## src/rtl/riscv_pkg.sv

```systemverilog
// riscv_pkg
// Shared definitions for the multicycle RV32I core: controller state
// encoding, opcode constants, datapath mux encodings and the immediate
// format select that the immediate extender also decodes. Keeping the
// immsrc encoding here means the controller and extender cannot drift.
package riscv_pkg;

    // Controller states; encodings 12..15 are unused and recover to FETCH.
    typedef enum logic [3:0] {
        S_FETCH    = 4'd0,
        S_DECODE   = 4'd1,
        S_MEMADR   = 4'd2,
        S_MEMREAD  = 4'd3,
        S_MEMWB    = 4'd4,
        S_MEMWRITE = 4'd5,
        S_EXECUTER = 4'd6,
        S_EXECUTEI = 4'd7,
        S_ALUWB    = 4'd8,
        S_JAL      = 4'd9,
        S_BRANCH   = 4'd10,
        S_EXECUTEU = 4'd11
    } state_t;

    // Major opcodes (instruction bits [6:0]).
    localparam logic [6:0] OP_LOAD   = 7'b0000011;
    localparam logic [6:0] OP_STORE  = 7'b0100011;
    localparam logic [6:0] OP_RTYPE  = 7'b0110011;
    localparam logic [6:0] OP_IALU   = 7'b0010011;
    localparam logic [6:0] OP_JAL    = 7'b1101111;
    localparam logic [6:0] OP_BRANCH = 7'b1100011;
    localparam logic [6:0] OP_LUI    = 7'b0110111;
    localparam logic [6:0] OP_AUIPC  = 7'b0010111;

    // Immediate format select, shared with the immediate extender.
    localparam logic [2:0] IMM_I = 3'b000;
    localparam logic [2:0] IMM_S = 3'b001;
    localparam logic [2:0] IMM_B = 3'b010;
    localparam logic [2:0] IMM_J = 3'b011;
    localparam logic [2:0] IMM_U = 3'b100;

    // ALU operand A select.
    localparam logic [1:0] SRCA_PC    = 2'b00;
    localparam logic [1:0] SRCA_OLDPC = 2'b01;
    localparam logic [1:0] SRCA_RS1   = 2'b10;
    localparam logic [1:0] SRCA_ZERO  = 2'b11;

    // ALU operand B select.
    localparam logic [1:0] SRCB_RS2  = 2'b00;
    localparam logic [1:0] SRCB_IMM  = 2'b01;
    localparam logic [1:0] SRCB_FOUR = 2'b10;

    // Result bus select.
    localparam logic [1:0] RES_ALUOUT    = 2'b00;
    localparam logic [1:0] RES_DATA      = 2'b01;
    localparam logic [1:0] RES_ALURESULT = 2'b10;

    // ALU operation codes.
    localparam logic [2:0] ALU_ADD = 3'b000;
    localparam logic [2:0] ALU_SUB = 3'b001;
    localparam logic [2:0] ALU_AND = 3'b010;
    localparam logic [2:0] ALU_OR  = 3'b011;
    localparam logic [2:0] ALU_SLT = 3'b101;

    // Coarse ALU request from the FSM to the ALU decoder.
    localparam logic [1:0] ALUOP_ADD   = 2'b00;
    localparam logic [1:0] ALUOP_SUB   = 2'b01;
    localparam logic [1:0] ALUOP_FUNCT = 2'b10;

    // Moore control word held in the output register.
    typedef struct packed {
        logic [1:0] alusrca;
        logic [1:0] alusrcb;
        logic [1:0] resultsrc;
        logic       adrsrc;
        logic       irwrite;
        logic       pcupdate;
        logic       branch;
        logic       regwrite;
        logic       memwrite;
    } ctrl_t;

    // Immediate format implied by the opcode; unknown opcodes default to I.
    function automatic logic [2:0] imm_for_op(input logic [6:0] op);
        logic [2:0] imm;
        case (op)
            OP_LOAD, OP_IALU: imm = IMM_I;
            OP_STORE:         imm = IMM_S;
            OP_BRANCH:        imm = IMM_B;
            OP_JAL:           imm = IMM_J;
            OP_LUI, OP_AUIPC: imm = IMM_U;
            default:          imm = IMM_I;
        endcase
        return imm;
    endfunction

    // True for every opcode this controller sequences.
    function automatic logic op_supported(input logic [6:0] op);
        logic ok;
        case (op)
            OP_LOAD, OP_STORE, OP_RTYPE, OP_IALU,
            OP_JAL, OP_BRANCH, OP_LUI, OP_AUIPC: ok = 1'b1;
            default:                             ok = 1'b0;
        endcase
        return ok;
    endfunction

    // Control word for a state; anything not listed stays 0, including
    // all enables for the unused encodings.
    function automatic ctrl_t state_ctrl(input state_t s);
        ctrl_t c;
        c = {$bits(ctrl_t){1'b0}};
        case (s)
            S_FETCH: begin
                c.alusrcb   = SRCB_FOUR;
                c.resultsrc = RES_ALURESULT;
                c.irwrite   = 1'b1;
                c.pcupdate  = 1'b1;
            end
            S_DECODE: begin
                c.alusrca = SRCA_OLDPC;
                c.alusrcb = SRCB_IMM;
            end
            S_MEMADR, S_EXECUTEI: begin
                c.alusrca = SRCA_RS1;
                c.alusrcb = SRCB_IMM;
            end
            S_MEMREAD: begin
                c.resultsrc = RES_ALUOUT;
                c.adrsrc    = 1'b1;
            end
            S_MEMWB: begin
                c.resultsrc = RES_DATA;
                c.regwrite  = 1'b1;
            end
            S_MEMWRITE: begin
                c.resultsrc = RES_ALUOUT;
                c.adrsrc    = 1'b1;
                c.memwrite  = 1'b1;
            end
            S_EXECUTER: begin
                c.alusrca = SRCA_RS1;
                c.alusrcb = SRCB_RS2;
            end
            S_EXECUTEU: begin
                c.alusrca = SRCA_ZERO;
                c.alusrcb = SRCB_IMM;
            end
            S_ALUWB: begin
                c.resultsrc = RES_ALUOUT;
                c.regwrite  = 1'b1;
            end
            S_JAL: begin
                c.alusrca   = SRCA_OLDPC;
                c.alusrcb   = SRCB_FOUR;
                c.resultsrc = RES_ALUOUT;
                c.pcupdate  = 1'b1;
            end
            S_BRANCH: begin
                c.alusrca   = SRCA_RS1;
                c.alusrcb   = SRCB_RS2;
                c.resultsrc = RES_ALUOUT;
                c.branch    = 1'b1;
            end
            default: c = {$bits(ctrl_t){1'b0}};
        endcase
        return c;
    endfunction

    // Coarse ALU request per state.
    function automatic logic [1:0] state_aluop(input state_t s);
        logic [1:0] aluop;
        case (s)
            S_EXECUTER, S_EXECUTEI: aluop = ALUOP_FUNCT;
            S_BRANCH:               aluop = ALUOP_SUB;
            default:                aluop = ALUOP_ADD;
        endcase
        return aluop;
    endfunction

endpackage

```

## src/rtl/multicycle_controller_if.sv

```systemverilog
// multicycle_controller_if
// Bundle between the multicycle datapath and its controller.
//   master (datapath side): drives op, funct3, funct7b5, zero; receives controls.
//   slave  (controller)   : receives instruction fields and zero; drives
//                           immsrc, alusrca, alusrcb, alucontrol, resultsrc,
//                           adrsrc, irwrite, pcwrite, regwrite, memwrite, illegal.
interface multicycle_controller_if;
    logic [6:0] op;
    logic [2:0] funct3;
    logic       funct7b5;
    logic       zero;
    logic [2:0] immsrc;
    logic [1:0] alusrca;
    logic [1:0] alusrcb;
    logic [2:0] alucontrol;
    logic [1:0] resultsrc;
    logic       adrsrc;
    logic       irwrite;
    logic       pcwrite;
    logic       regwrite;
    logic       memwrite;
    logic       illegal;

    modport master (
        output op, funct3, funct7b5, zero,
        input  immsrc, alusrca, alusrcb, alucontrol, resultsrc,
               adrsrc, irwrite, pcwrite, regwrite, memwrite, illegal
    );

    modport slave (
        input  op, funct3, funct7b5, zero,
        output immsrc, alusrca, alusrcb, alucontrol, resultsrc,
               adrsrc, irwrite, pcwrite, regwrite, memwrite, illegal
    );
endinterface

```

## src/rtl/multicycle_controller_alu_decoder.sv

```systemverilog
// alu_decoder
// Turns the FSM's coarse ALU request into a concrete ALU operation.
//   aluop[1:0] in : 00 add, 01 sub, 10 decode from funct fields
//   funct3     in : instruction bits [14:12]
//   op5        in : opcode bit 5 (distinguishes R-type from I-ALU)
//   funct7b5   in : instruction bit 30
//   alucontrol out: ALU operation code
module alu_decoder
    import riscv_pkg::*;
(
    input  logic [1:0] aluop,
    input  logic [2:0] funct3,
    input  logic       op5,
    input  logic       funct7b5,
    output logic [2:0] alucontrol
);

    // Operation select; sub only for R-type with bit 30 set, since addi
    // reuses bit 30 as part of its immediate.
    always_comb begin
        alucontrol = ALU_ADD;
        case (aluop)
            ALUOP_ADD: alucontrol = ALU_ADD;
            ALUOP_SUB: alucontrol = ALU_SUB;
            ALUOP_FUNCT: begin
                case (funct3)
                    3'b000: begin
                        if (op5 & funct7b5) begin
                            alucontrol = ALU_SUB;
                        end else begin
                            alucontrol = ALU_ADD;
                        end
                    end
                    3'b010:  alucontrol = ALU_SLT;
                    3'b110:  alucontrol = ALU_OR;
                    3'b111:  alucontrol = ALU_AND;
                    default: alucontrol = ALU_ADD;
                endcase
            end
            default: alucontrol = ALU_ADD;
        endcase
    end

endmodule

```

## src/rtl/multicycle_controller.sv

```systemverilog
// multicycle_controller
// Sequencing FSM for the multicycle RV32I core. The Moore controls and the
// ALU operation are registered: they are computed from the next state and
// loaded with it, so each is a function of the current state only.
// Ports:
//   clk   in : rising-edge clock
//   reset in : synchronous, active-high; forces FETCH
//   bus       : multicycle_controller_if.slave (instruction fields, zero in;
//               datapath selects, enables and illegal out)
module multicycle_controller
    import riscv_pkg::*;
(
    input  logic                         clk,
    input  logic                         reset,
    multicycle_controller_if.slave       bus
);

    state_t     state_r;
    state_t     state_next_s;
    ctrl_t      ctrl_r;
    ctrl_t      ctrl_next_s;
    logic [1:0] aluop_next_s;
    logic [2:0] alucontrol_next_s;
    logic [2:0] alucontrol_r;

    // Next-state selection; unknown opcodes and unused encodings fall to FETCH.
    always_comb begin
        state_next_s = S_FETCH;
        case (state_r)
            S_FETCH:  state_next_s = S_DECODE;
            S_DECODE: begin
                case (bus.op)
                    OP_LOAD, OP_STORE: state_next_s = S_MEMADR;
                    OP_RTYPE:          state_next_s = S_EXECUTER;
                    OP_IALU:           state_next_s = S_EXECUTEI;
                    OP_JAL:            state_next_s = S_JAL;
                    OP_BRANCH:         state_next_s = S_BRANCH;
                    OP_LUI:            state_next_s = S_EXECUTEU;
                    OP_AUIPC:          state_next_s = S_ALUWB;
                    default:           state_next_s = S_FETCH;
                endcase
            end
            S_MEMADR: begin
                // op[5] separates sw (0100011) from lw (0000011).
                if (bus.op[5]) begin
                    state_next_s = S_MEMWRITE;
                end else begin
                    state_next_s = S_MEMREAD;
                end
            end
            S_MEMREAD:  state_next_s = S_MEMWB;
            S_MEMWB:    state_next_s = S_FETCH;
            S_MEMWRITE: state_next_s = S_FETCH;
            S_EXECUTER: state_next_s = S_ALUWB;
            S_EXECUTEI: state_next_s = S_ALUWB;
            S_EXECUTEU: state_next_s = S_ALUWB;
            S_ALUWB:    state_next_s = S_FETCH;
            S_JAL:      state_next_s = S_ALUWB;
            S_BRANCH:   state_next_s = S_FETCH;
            default:    state_next_s = S_FETCH;
        endcase
    end

    assign ctrl_next_s  = state_ctrl(state_next_s);
    assign aluop_next_s = state_aluop(state_next_s);

    // The instruction register is already loaded when DECODE selects an
    // EXECUTE state, so decoding funct fields one cycle early is safe.
    alu_decoder u_alu_decoder (
        .aluop      (aluop_next_s),
        .funct3     (bus.funct3),
        .op5        (bus.op[5]),
        .funct7b5   (bus.funct7b5),
        .alucontrol (alucontrol_next_s)
    );

    // State register plus registered Moore outputs; reset parks in FETCH.
    always_ff @(posedge clk) begin
        if (reset) begin
            state_r      <= S_FETCH;
            ctrl_r       <= state_ctrl(S_FETCH);
            alucontrol_r <= ALU_ADD;
        end else begin
            state_r      <= state_next_s;
            ctrl_r       <= ctrl_next_s;
            alucontrol_r <= alucontrol_next_s;
        end
    end

    assign bus.alusrca    = ctrl_r.alusrca;
    assign bus.alusrcb    = ctrl_r.alusrcb;
    assign bus.resultsrc  = ctrl_r.resultsrc;
    assign bus.adrsrc     = ctrl_r.adrsrc;
    assign bus.irwrite    = ctrl_r.irwrite;
    assign bus.regwrite   = ctrl_r.regwrite;
    assign bus.memwrite   = ctrl_r.memwrite;
    assign bus.alucontrol = alucontrol_r;

    // funct3[0] flips the sense of zero: beq takes on equal, bne on not-equal.
    assign bus.pcwrite = ctrl_r.pcupdate |
                         (ctrl_r.branch & (bus.zero ^ bus.funct3[0]));

    assign bus.immsrc  = imm_for_op(bus.op);
    assign bus.illegal = (state_r == S_DECODE) & ~op_supported(bus.op);

endmodule
```

## src/flat_wrapper.sv

```systemverilog
// flat-port wrapper written by rule: the top's interface ports become plain ports
module multicycle_controller_flat import riscv_pkg::*;
  (clk, reset, bus_op, bus_funct3, bus_funct7b5, bus_zero, bus_immsrc, bus_alusrca, bus_alusrcb, bus_alucontrol, bus_resultsrc, bus_adrsrc, bus_irwrite, bus_pcwrite, bus_regwrite, bus_memwrite, bus_illegal);
  multicycle_controller_if bus_i ();
  input  logic clk;
  input  logic reset;
  input wire logic [$bits(bus_i.op)-1:0] bus_op;
  input wire logic [$bits(bus_i.funct3)-1:0] bus_funct3;
  input wire logic [$bits(bus_i.funct7b5)-1:0] bus_funct7b5;
  input wire logic [$bits(bus_i.zero)-1:0] bus_zero;
  output wire logic [$bits(bus_i.immsrc)-1:0] bus_immsrc;
  output wire logic [$bits(bus_i.alusrca)-1:0] bus_alusrca;
  output wire logic [$bits(bus_i.alusrcb)-1:0] bus_alusrcb;
  output wire logic [$bits(bus_i.alucontrol)-1:0] bus_alucontrol;
  output wire logic [$bits(bus_i.resultsrc)-1:0] bus_resultsrc;
  output wire logic [$bits(bus_i.adrsrc)-1:0] bus_adrsrc;
  output wire logic [$bits(bus_i.irwrite)-1:0] bus_irwrite;
  output wire logic [$bits(bus_i.pcwrite)-1:0] bus_pcwrite;
  output wire logic [$bits(bus_i.regwrite)-1:0] bus_regwrite;
  output wire logic [$bits(bus_i.memwrite)-1:0] bus_memwrite;
  output wire logic [$bits(bus_i.illegal)-1:0] bus_illegal;
  assign bus_i.op = bus_op;
  assign bus_i.funct3 = bus_funct3;
  assign bus_i.funct7b5 = bus_funct7b5;
  assign bus_i.zero = bus_zero;
  assign bus_immsrc = bus_i.immsrc;
  assign bus_alusrca = bus_i.alusrca;
  assign bus_alusrcb = bus_i.alusrcb;
  assign bus_alucontrol = bus_i.alucontrol;
  assign bus_resultsrc = bus_i.resultsrc;
  assign bus_adrsrc = bus_i.adrsrc;
  assign bus_irwrite = bus_i.irwrite;
  assign bus_pcwrite = bus_i.pcwrite;
  assign bus_regwrite = bus_i.regwrite;
  assign bus_memwrite = bus_i.memwrite;
  assign bus_illegal = bus_i.illegal;
  multicycle_controller u_core (.clk(clk), .reset(reset), .bus(bus_i));
endmodule
```

## config.mk

```make
export PLATFORM = sky130hd
export DESIGN_NAME = multicycle_controller_flat
export DESIGN_NICKNAME = d
export VERILOG_FILES = /design/src/rtl/riscv_pkg.sv /design/src/rtl/multicycle_controller_if.sv /design/src/rtl/multicycle_controller_alu_decoder.sv /design/src/rtl/multicycle_controller.sv /design/src/flat_wrapper.sv
export SDC_FILE = /design/constraint.sdc
export NUM_CORES = 1
export LEC_CHECK = 0
export ABC_AREA = 1
export BUFFER_PORTS_ARGS = -buffer_cell sky130_fd_sc_hd__buf_2
export CAP_MARGIN = 5
export CORE_UTILIZATION = 55
export CTS_BUF_LIST = sky130_fd_sc_hd__clkbuf_8
export DETAILED_ROUTE_END_ITERATION = 12
export PLACE_DENSITY = 0.86
export SYNTH_ARGS = -nofsm -noshare
export SYNTH_HDL_FRONTEND = slang
export SYNTH_SLANG_ARGS = --single-unit
```

## constraint.sdc

```tcl
create_clock -name clk -period 3 [get_ports clk]
set_input_delay 0.15 -clock clk [delete_from_list [all_inputs] [get_ports clk]]
set_output_delay 0.15 -clock clk [all_outputs]
set_load 0.01 [all_outputs]
```

==> results of run 1 <==
flip-flops by register name (all words and copies together), names as in the netlist:
| signal | flops |
|---|---|
| u_core.state_r | 4 |
| u_core.bus.alucontrol | 3 |
| u_core.bus.alusrca | 2 |
| u_core.bus.alusrcb | 2 |
| u_core.ctrl_r | 2 |
| u_core.bus.adrsrc | 1 |
| u_core.bus.irwrite | 1 |
| u_core.bus.memwrite | 1 |
| u_core.bus.regwrite | 1 |
| u_core.bus.resultsrc | 1 |
layout by cell type (no fill, tap or decap), types with 2 or more instances in the layout:
cell      synthesis  layout
nor2_2            4       4
nor2_4            3       3
dfxtp_1          18      18
nand3_1          13      13
nor4_1            2       2
a21oi_1           2       2
nand3_2           3       3
buf_2             0      31
ha_1              2       2
nand2_1          18      18
clkbuf_8          0       4
nand2_2           8       8
nor2_1           19      19
inv_1            14      14
inv_2             6       6
cells in the mapped netlist, drive strengths merged:
cell type and count:
o21ai 3, or2 1, dfxtp 18, clkbuf 1, nor4 3, inv 20
buf 6, nor3 1, a21oi 3, a22oi 1, nor2 26, ha 2
nand2 26, nand3 17, a31o 1, a211oi 2, nor3b 1, a31oi 1
through the flow:
stage          utilization (%)  cell area, µm²  cells  power (mW)  worst slack [ns]
3_3_place_gp              70.9            1130    181       0.322              1.24
5_1_grt                   74.3            1180    185       0.535             0.933
3_5_place_dp              70.9            1130    181       0.325              1.15
6_report                  74.3            1180    185       0.519              1.12
2_1_floorplan                -             993    133       0.304              1.31
4_1_cts                   74.3            1180    185       0.514              1.12
layout make-up:
| cell class | count | area, µm² | area share, % |
|---|---|---|---|
| clock buffers | 4 | 55.1 | 4.65 |
| inverters | 20 | 75.1 | 6.34 |
| multi-input cells | 88 | 509 | 43.0 |
| flip-flops and latches | 18 | 360 | 30.4 |
| well taps | 24 | 30.0 | 2.53 |
| repair buffers | 31 | 155 | 13.1 |
report_power, final:
group	switching, mW	leakage, nW	internal (mW)
Clock	0.0813	0.0288	0.117
Combinational	0.0452	0.463	0.0262
Sequential	0.00355	0.147	0.246
Total	0.130	0.638	0.389
cell families (layout without fill, tap and decap cells):
| kind of cell | Yosys count | count (layout) | share of synthesized area (%) |
|---|---|---|---|
| buffers and inverters | 27 | 55 | 12.5 |
| AND/OR/NAND/NOR | 75 | 75 | 40.7 |
| flip-flops | 18 | 18 | 36.3 |
| AO/OA/AOI/OAI | 11 | 11 | 8.06 |
| adder cells (fa/ha/maj) | 2 | 2 | 2.52 |
routing by layer:
layer,vias up,wire length [µm],GRT usage (%)
li1,473,-,-
met3,4,108,3.67
met5,-,0,0
met1,412,908,28.6
met4,0,25,8.48
met2,32,1020,40.6
worst max path at each step:
stage	startpoint	end	slack, ns	cells after the start
2_1_floorplan	u_core.state_r[2]	u_core.bus.alucontrol[1]	1.31	11
3_3_place_gp	u_core.state_r[2]	u_core.bus.alucontrol[0]	1.24	11
5_1_grt	u_core.state_r[2]	u_core.bus.alucontrol[2]	0.93	10
4_1_cts	u_core.state_r[2]	u_core.bus.alucontrol[2]	1.12	11
6_report	u_core.state_r[2]	u_core.bus.alucontrol[2]	1.12	11
3_5_place_dp	u_core.state_r[2]	u_core.bus.alucontrol[2]	1.15	10
==> results.md, run 1 <==
- Setup TNS: 0 ns
- Sequential share of the synthesized area: between 30% and 40%
- Post-synth top area share: 36.3%
- Endpoints failing hold: 0
- RSZ-0062 raised after global routing: no
- # DRC: 0
- Fin crit share: 62.5%
- Post-CTS setup buffers: 0
- Maximum VDD drop: 287 µV
- Top Ports: 32
- Root buffer cell: clkbuf_8
- CTS clk-pin slew, worst paths: 0.07 ns
- Post-Syn Area per Cell: 7.47 µm²
- Die W: 44.5 µm
- Die area: 0.00198 mm²
- GR Overflow Total: 0
- Vias in the first global route: 832
- Fmax achieved: 533 MHz
- Vias: a little over 900
- Largest net degree at the start of global routing: 12
- CTS Sinks: 18
- Min-Delay Path Class: in2reg
- Max H-tree Level: 1
- Tmin final: 1.88 ns
- Setup CP Type: reg2reg
- Worst reg-to-reg path cell count: 11
- PostCTS Resize Cnt: 0
- Reg2reg end: u_core.bus.alucontrol[2]
- Initial antenna violation count: 0
- Crit-path slowest cell: dfxtp_1
- Yosys reg bits: 18
- Worst setup EP type: flip-flop
- Area leader, netlist: dfxtp_1
- Avg Vias per Cell: approximately 5
- WP buf/inv: 1
- Min-delay src: bus_funct3[2]
- CP Max Fanout: 8
- Synth cell types: 29
- Layout net count: 178
- Post-route ant nets: 0
- Mapped Area: 993 µm²
- Hpwl dp: 1520 µm
- CP Launch Type: flip-flop
- Initial Util: 62.3%
- Fillers: 116
- Core area: 0.00159 mm²
- DRT iter0 DRCs: 25
- CTS max path bufs: 2
- Crit-path cells: nor2_4 > nand3_2 > nor2_4 > nand2_2 > nand3_4 > nor2_2 > nand2_1 > ha_1 > inv_1 > nand3_1 > nor4_1
- CTS tree: built
- Drt first pass iters: 4
- Hold Path End: u_core.bus.alucontrol[2]
- Rows: 14
- CP required: 3.16 ns
- CTS Buf Count: 3
- Inserted Diodes: 0
- Flop2flop setup slack: 1.12 ns
- Post-Synthesis Cells: between 100 and 150
- Top cells by area, synth: dfxtp_1 (36%), nor2_1 (7.2%), nand2_1 (6.8%)
- Data arrival, critical path: roughly 2.0 ns
- Cell family with most CP delay: simple AND/OR/NAND/NOR gates
- Hold slack: 0.0861 ns
- GP Congestion: slightly below 0.9
- DIE HEIGHT: about 45 µm
- Max-cap violations: 0
- Setup-failing EPs final: 0
- I/O Buffers: 31
- PD cells: 438 mW/mm²
- Outcome: finished, final reports clean
- Max-slew violations: 0
- WHS Path Cells: 2
- Clk_lat worst skew: 0.25 ns
- Routed WL per cell: 11.1 µm
- Top cell by count, worst path: nor2_4
- Syn nets: 149
- Slew @ Worst Pin: ~0.34 ns
- Post-CTS Hold Buffers: 0
- Clock skew: around 0.0016 ns
- Area grow syn2layout: 19.3%
- RR Startpoint: u_core.state_r[2]
- Max-slew headroom: ~77%
- Layout cell share with drive strength beyond 1: 41.0%
- Routed wire length: 2060 µm
- Leakage power: around 0.64 nW
- Global-route usage over all layers: between 20% and 30%
- Largest stage delay, worst path: around 0.35 ns
- First-pass GRT wire length: about 3400 µm
- Yosys warning count: 0
Power figures use the tool's default switching activity.
==> run 2, diff against run 1 <==
--- a/config.mk
+++ b/config.mk
@@ -8,10 +8,11 @@
 export ABC_AREA = 1
 export BUFFER_PORTS_ARGS = -buffer_cell sky130_fd_sc_hd__buf_2
 export CAP_MARGIN = 5
-export CORE_UTILIZATION = 55
+export CORE_ASPECT_RATIO = 0.7
+export CORE_UTILIZATION = 52
 export CTS_BUF_LIST = sky130_fd_sc_hd__clkbuf_8
 export DETAILED_ROUTE_END_ITERATION = 12
-export PLACE_DENSITY = 0.86
+export PLACE_DENSITY = 0.81
 export SYNTH_ARGS = -nofsm -noshare
 export SYNTH_HDL_FRONTEND = slang
 export SYNTH_SLANG_ARGS = --single-unit
==> constraint.sdc (replaced) <==
create_clock -name clk -period 1.8 [get_ports clk]
set_input_delay 0.09 -clock clk [delete_from_list [all_inputs] [get_ports clk]]
set_output_delay 0.09 -clock clk [all_outputs]
set_load 0.01 [all_outputs]
==> run 2 against run 1 <==
Effect of this change: clock skew fell by 0.00058 ns; fmax rose by 5.0%; worst hold slack got worse by 0.029 ns; largest cell class unchanged; largest power group unchanged; highest routed layer unchanged.
==> results.md, run 2 (synthesized netlist as in run 1, its figures left out) <==
- Inserted Diodes: 0
- First-pass GRT wire length: around 3600 µm
- Biggest register: u_core.state_r
- Most common cell after layout, fill and taps aside: buf_2
- Setup TNS: 0 ns
- CTS max path bufs: 2
- Initial Util: 59.1%
- CTS tree: built
- Non-filler cells in the finished layout: 189
- Post-CTS Hold Buffers: 0
- Area grow syn2layout: 29.2%
- Die area: approximately 0.0021 mm²
- Setup-failing EPs final: 0
- Net Sw Frac: 24.6%
- CP required: 1.95 ns
- Sequential share of power: 48.0%
- Avg Vias per Cell: 5.08
- Vias in the first global route: 836
- Core area: ~0.0017 mm²
- Routed WL per cell: 12.1 µm
- Layout cell share with drive strength beyond 1: between 40% and 50%
- CTS Buf Count: 3
- Flop2flop setup slack: 0.01 ns
- Post-route ant nets: 0
- Rows: 12
- RR Startpoint: u_core.state_r[2]
- DIE HEIGHT: 38.6 µm
- Area post-placement: approximately 0.0012 mm²
- Leakage power: about 0.67 nW
- Largest net degree at the start of global routing: 12
- Vias: 960
- Max H-tree Level: 1
- Data arrival, critical path: 1.94 ns
- Max-slew violations: 0
- Slew @ Worst Pin: a little over 0.3 ns
- Global-route usage over all layers: 25.3%
- Drt first pass iters: 4
- Hold slack: 0.0576 ns
- CTS clk-pin slew, worst paths: roughly 0.06 ns
- Clock skew: 0.00104 ns
- Worst setup EP type: flip-flop
- GR Overflow Total: 0
- Endpoints failing hold: 0
- Switching Power: 0.214 mW
- Number of flip-flops in the largest register: 4
- Top Ports: 32
- Tmin final: 1.79 ns
- Min-Delay Path Class: in2reg
- Hpwl dp: approximately 1600 µm
- Initial antenna violation count: 0
- Min-delay src: bus_funct3[2]
- CTS Sinks: 18
- Worst reg-to-reg path cell count: 10
- Root buffer cell: clkbuf_8
- I/O Buffers: 31
- WHS Path Cells: 2
- Post-route cell area: between 0.001 and 0.0015 mm²
- Maximum VDD drop: 756 µV
- Fin crit share: 99.3%
- Max-slew headroom: about four fifths
- # DRC: 0
- CP Launch Type: flip-flop
- Placed insts: about 180
- Die W: 54.2 µm
- Clk_lat worst skew: 0.25 ns
- PD cells: approximately 680 mW/mm²
- Setup CP Type: reg2reg
- Fmax achieved: 560 MHz
- Logic gate share of total power: 15.0%
- Layout net count: 185
- Reg2reg end: u_core.bus.alucontrol[2]
- GP Congestion: 0.850
- Max-cap violations: 0
- Routed wire length: ~2300 µm
- Hold Path End: u_core.bus.alucontrol[2]
- Clock share of power: 36.9%
- CP Max Fanout: 4
- Cell Int Power: 0.655 mW
- DRT iter0 DRCs: 31
- Most frequent cells in the layout: buf_2 (31), nor2_1 (18), nand2_1 (17), dfxtp_1 (17), inv_1 (13)
- Outcome: finished, final reports clean
-- run 2: cell count changes in the layout (fill, tap and decap cells not counted), sizes merged --
cell and delta:
buf +7
-- run 2: area by class of cell --
class | instances | area, µm²
Timing Repair Buffer | 38 | 208
Sequential cell | 18 | 362
Clock buffer | 4 | 55.1
Multi-Input combinational cell | 88 | 556
Tap cell | 21 | 26.3
Inverter | 20 | 77.6
Fill cell | 123 | 398
-- run 2: layer usage --
layer	global-route usage (%)	routed length (µm)
met5	0	0
met4	5.77	20
met3	8.24	140
met2	40.5	1100
met1	32.9	1030
-- run 2: power groups by stage --
stage               logic [mW]  clock network [mW]  registers, mW
finish                   0.131               0.321          0.417
global route             0.145               0.344          0.418
CTS                      0.128               0.327          0.417
detailed placement       0.120                   0          0.425
global placement         0.117                   0          0.425
floorplan               0.0810                   0          0.426
-- run 2: per-stage QoR --
stage	worst slack (ns)	total power, mW	util (%)
6_report	0.0134	0.869	76.3
5_1_grt	-0.0943	0.907	76.3
4_1_cts	0.0499	0.872	75.2
3_5_place_dp	-0.0118	0.546	68.8
3_3_place_gp	0.0853	0.542	68.8
2_1_floorplan	0.108	0.506	-
-- run 2: worst max-delay path by stage --
stage	slack, ns	endpoint	from
after floorplan	0.11	u_core.bus.alucontrol[1]	u_core.state_r[2]
after global placement	0.09	u_core.bus.alucontrol[2]	u_core.state_r[2]
after detailed placement	-0.01	u_core.bus.alucontrol[2]	u_core.state_r[2]
after CTS	0.05	u_core.bus.alucontrol[2]	u_core.state_r[3]
after global routing	-0.09	u_core.bus.alucontrol[2]	u_core.state_r[2]
final	0.01	u_core.bus.alucontrol[2]	u_core.state_r[2]
-- run 2: timing repair --
item                                    CTS  global route
endpoints found under the setup margin    2             3
buffers inserted                          2             1
gates cloned                              0             0
gates resized for setup                   9             2
pin swaps                                 5             4
hold endpoints to repair                  0             0
-- run 2: critical path, cell delays in order, from the launching register on --
cell and delay (ns):
dfxtp_1 0.34, nor2_4 0.18, nand3_2 0.12, nor2_2 0.12, a21oi_2 0.07, nor2_2 0.13
nand2_2 0.10, ha_4 0.24, inv_2 0.06, nand3_2 0.10, nor4_2 0.21
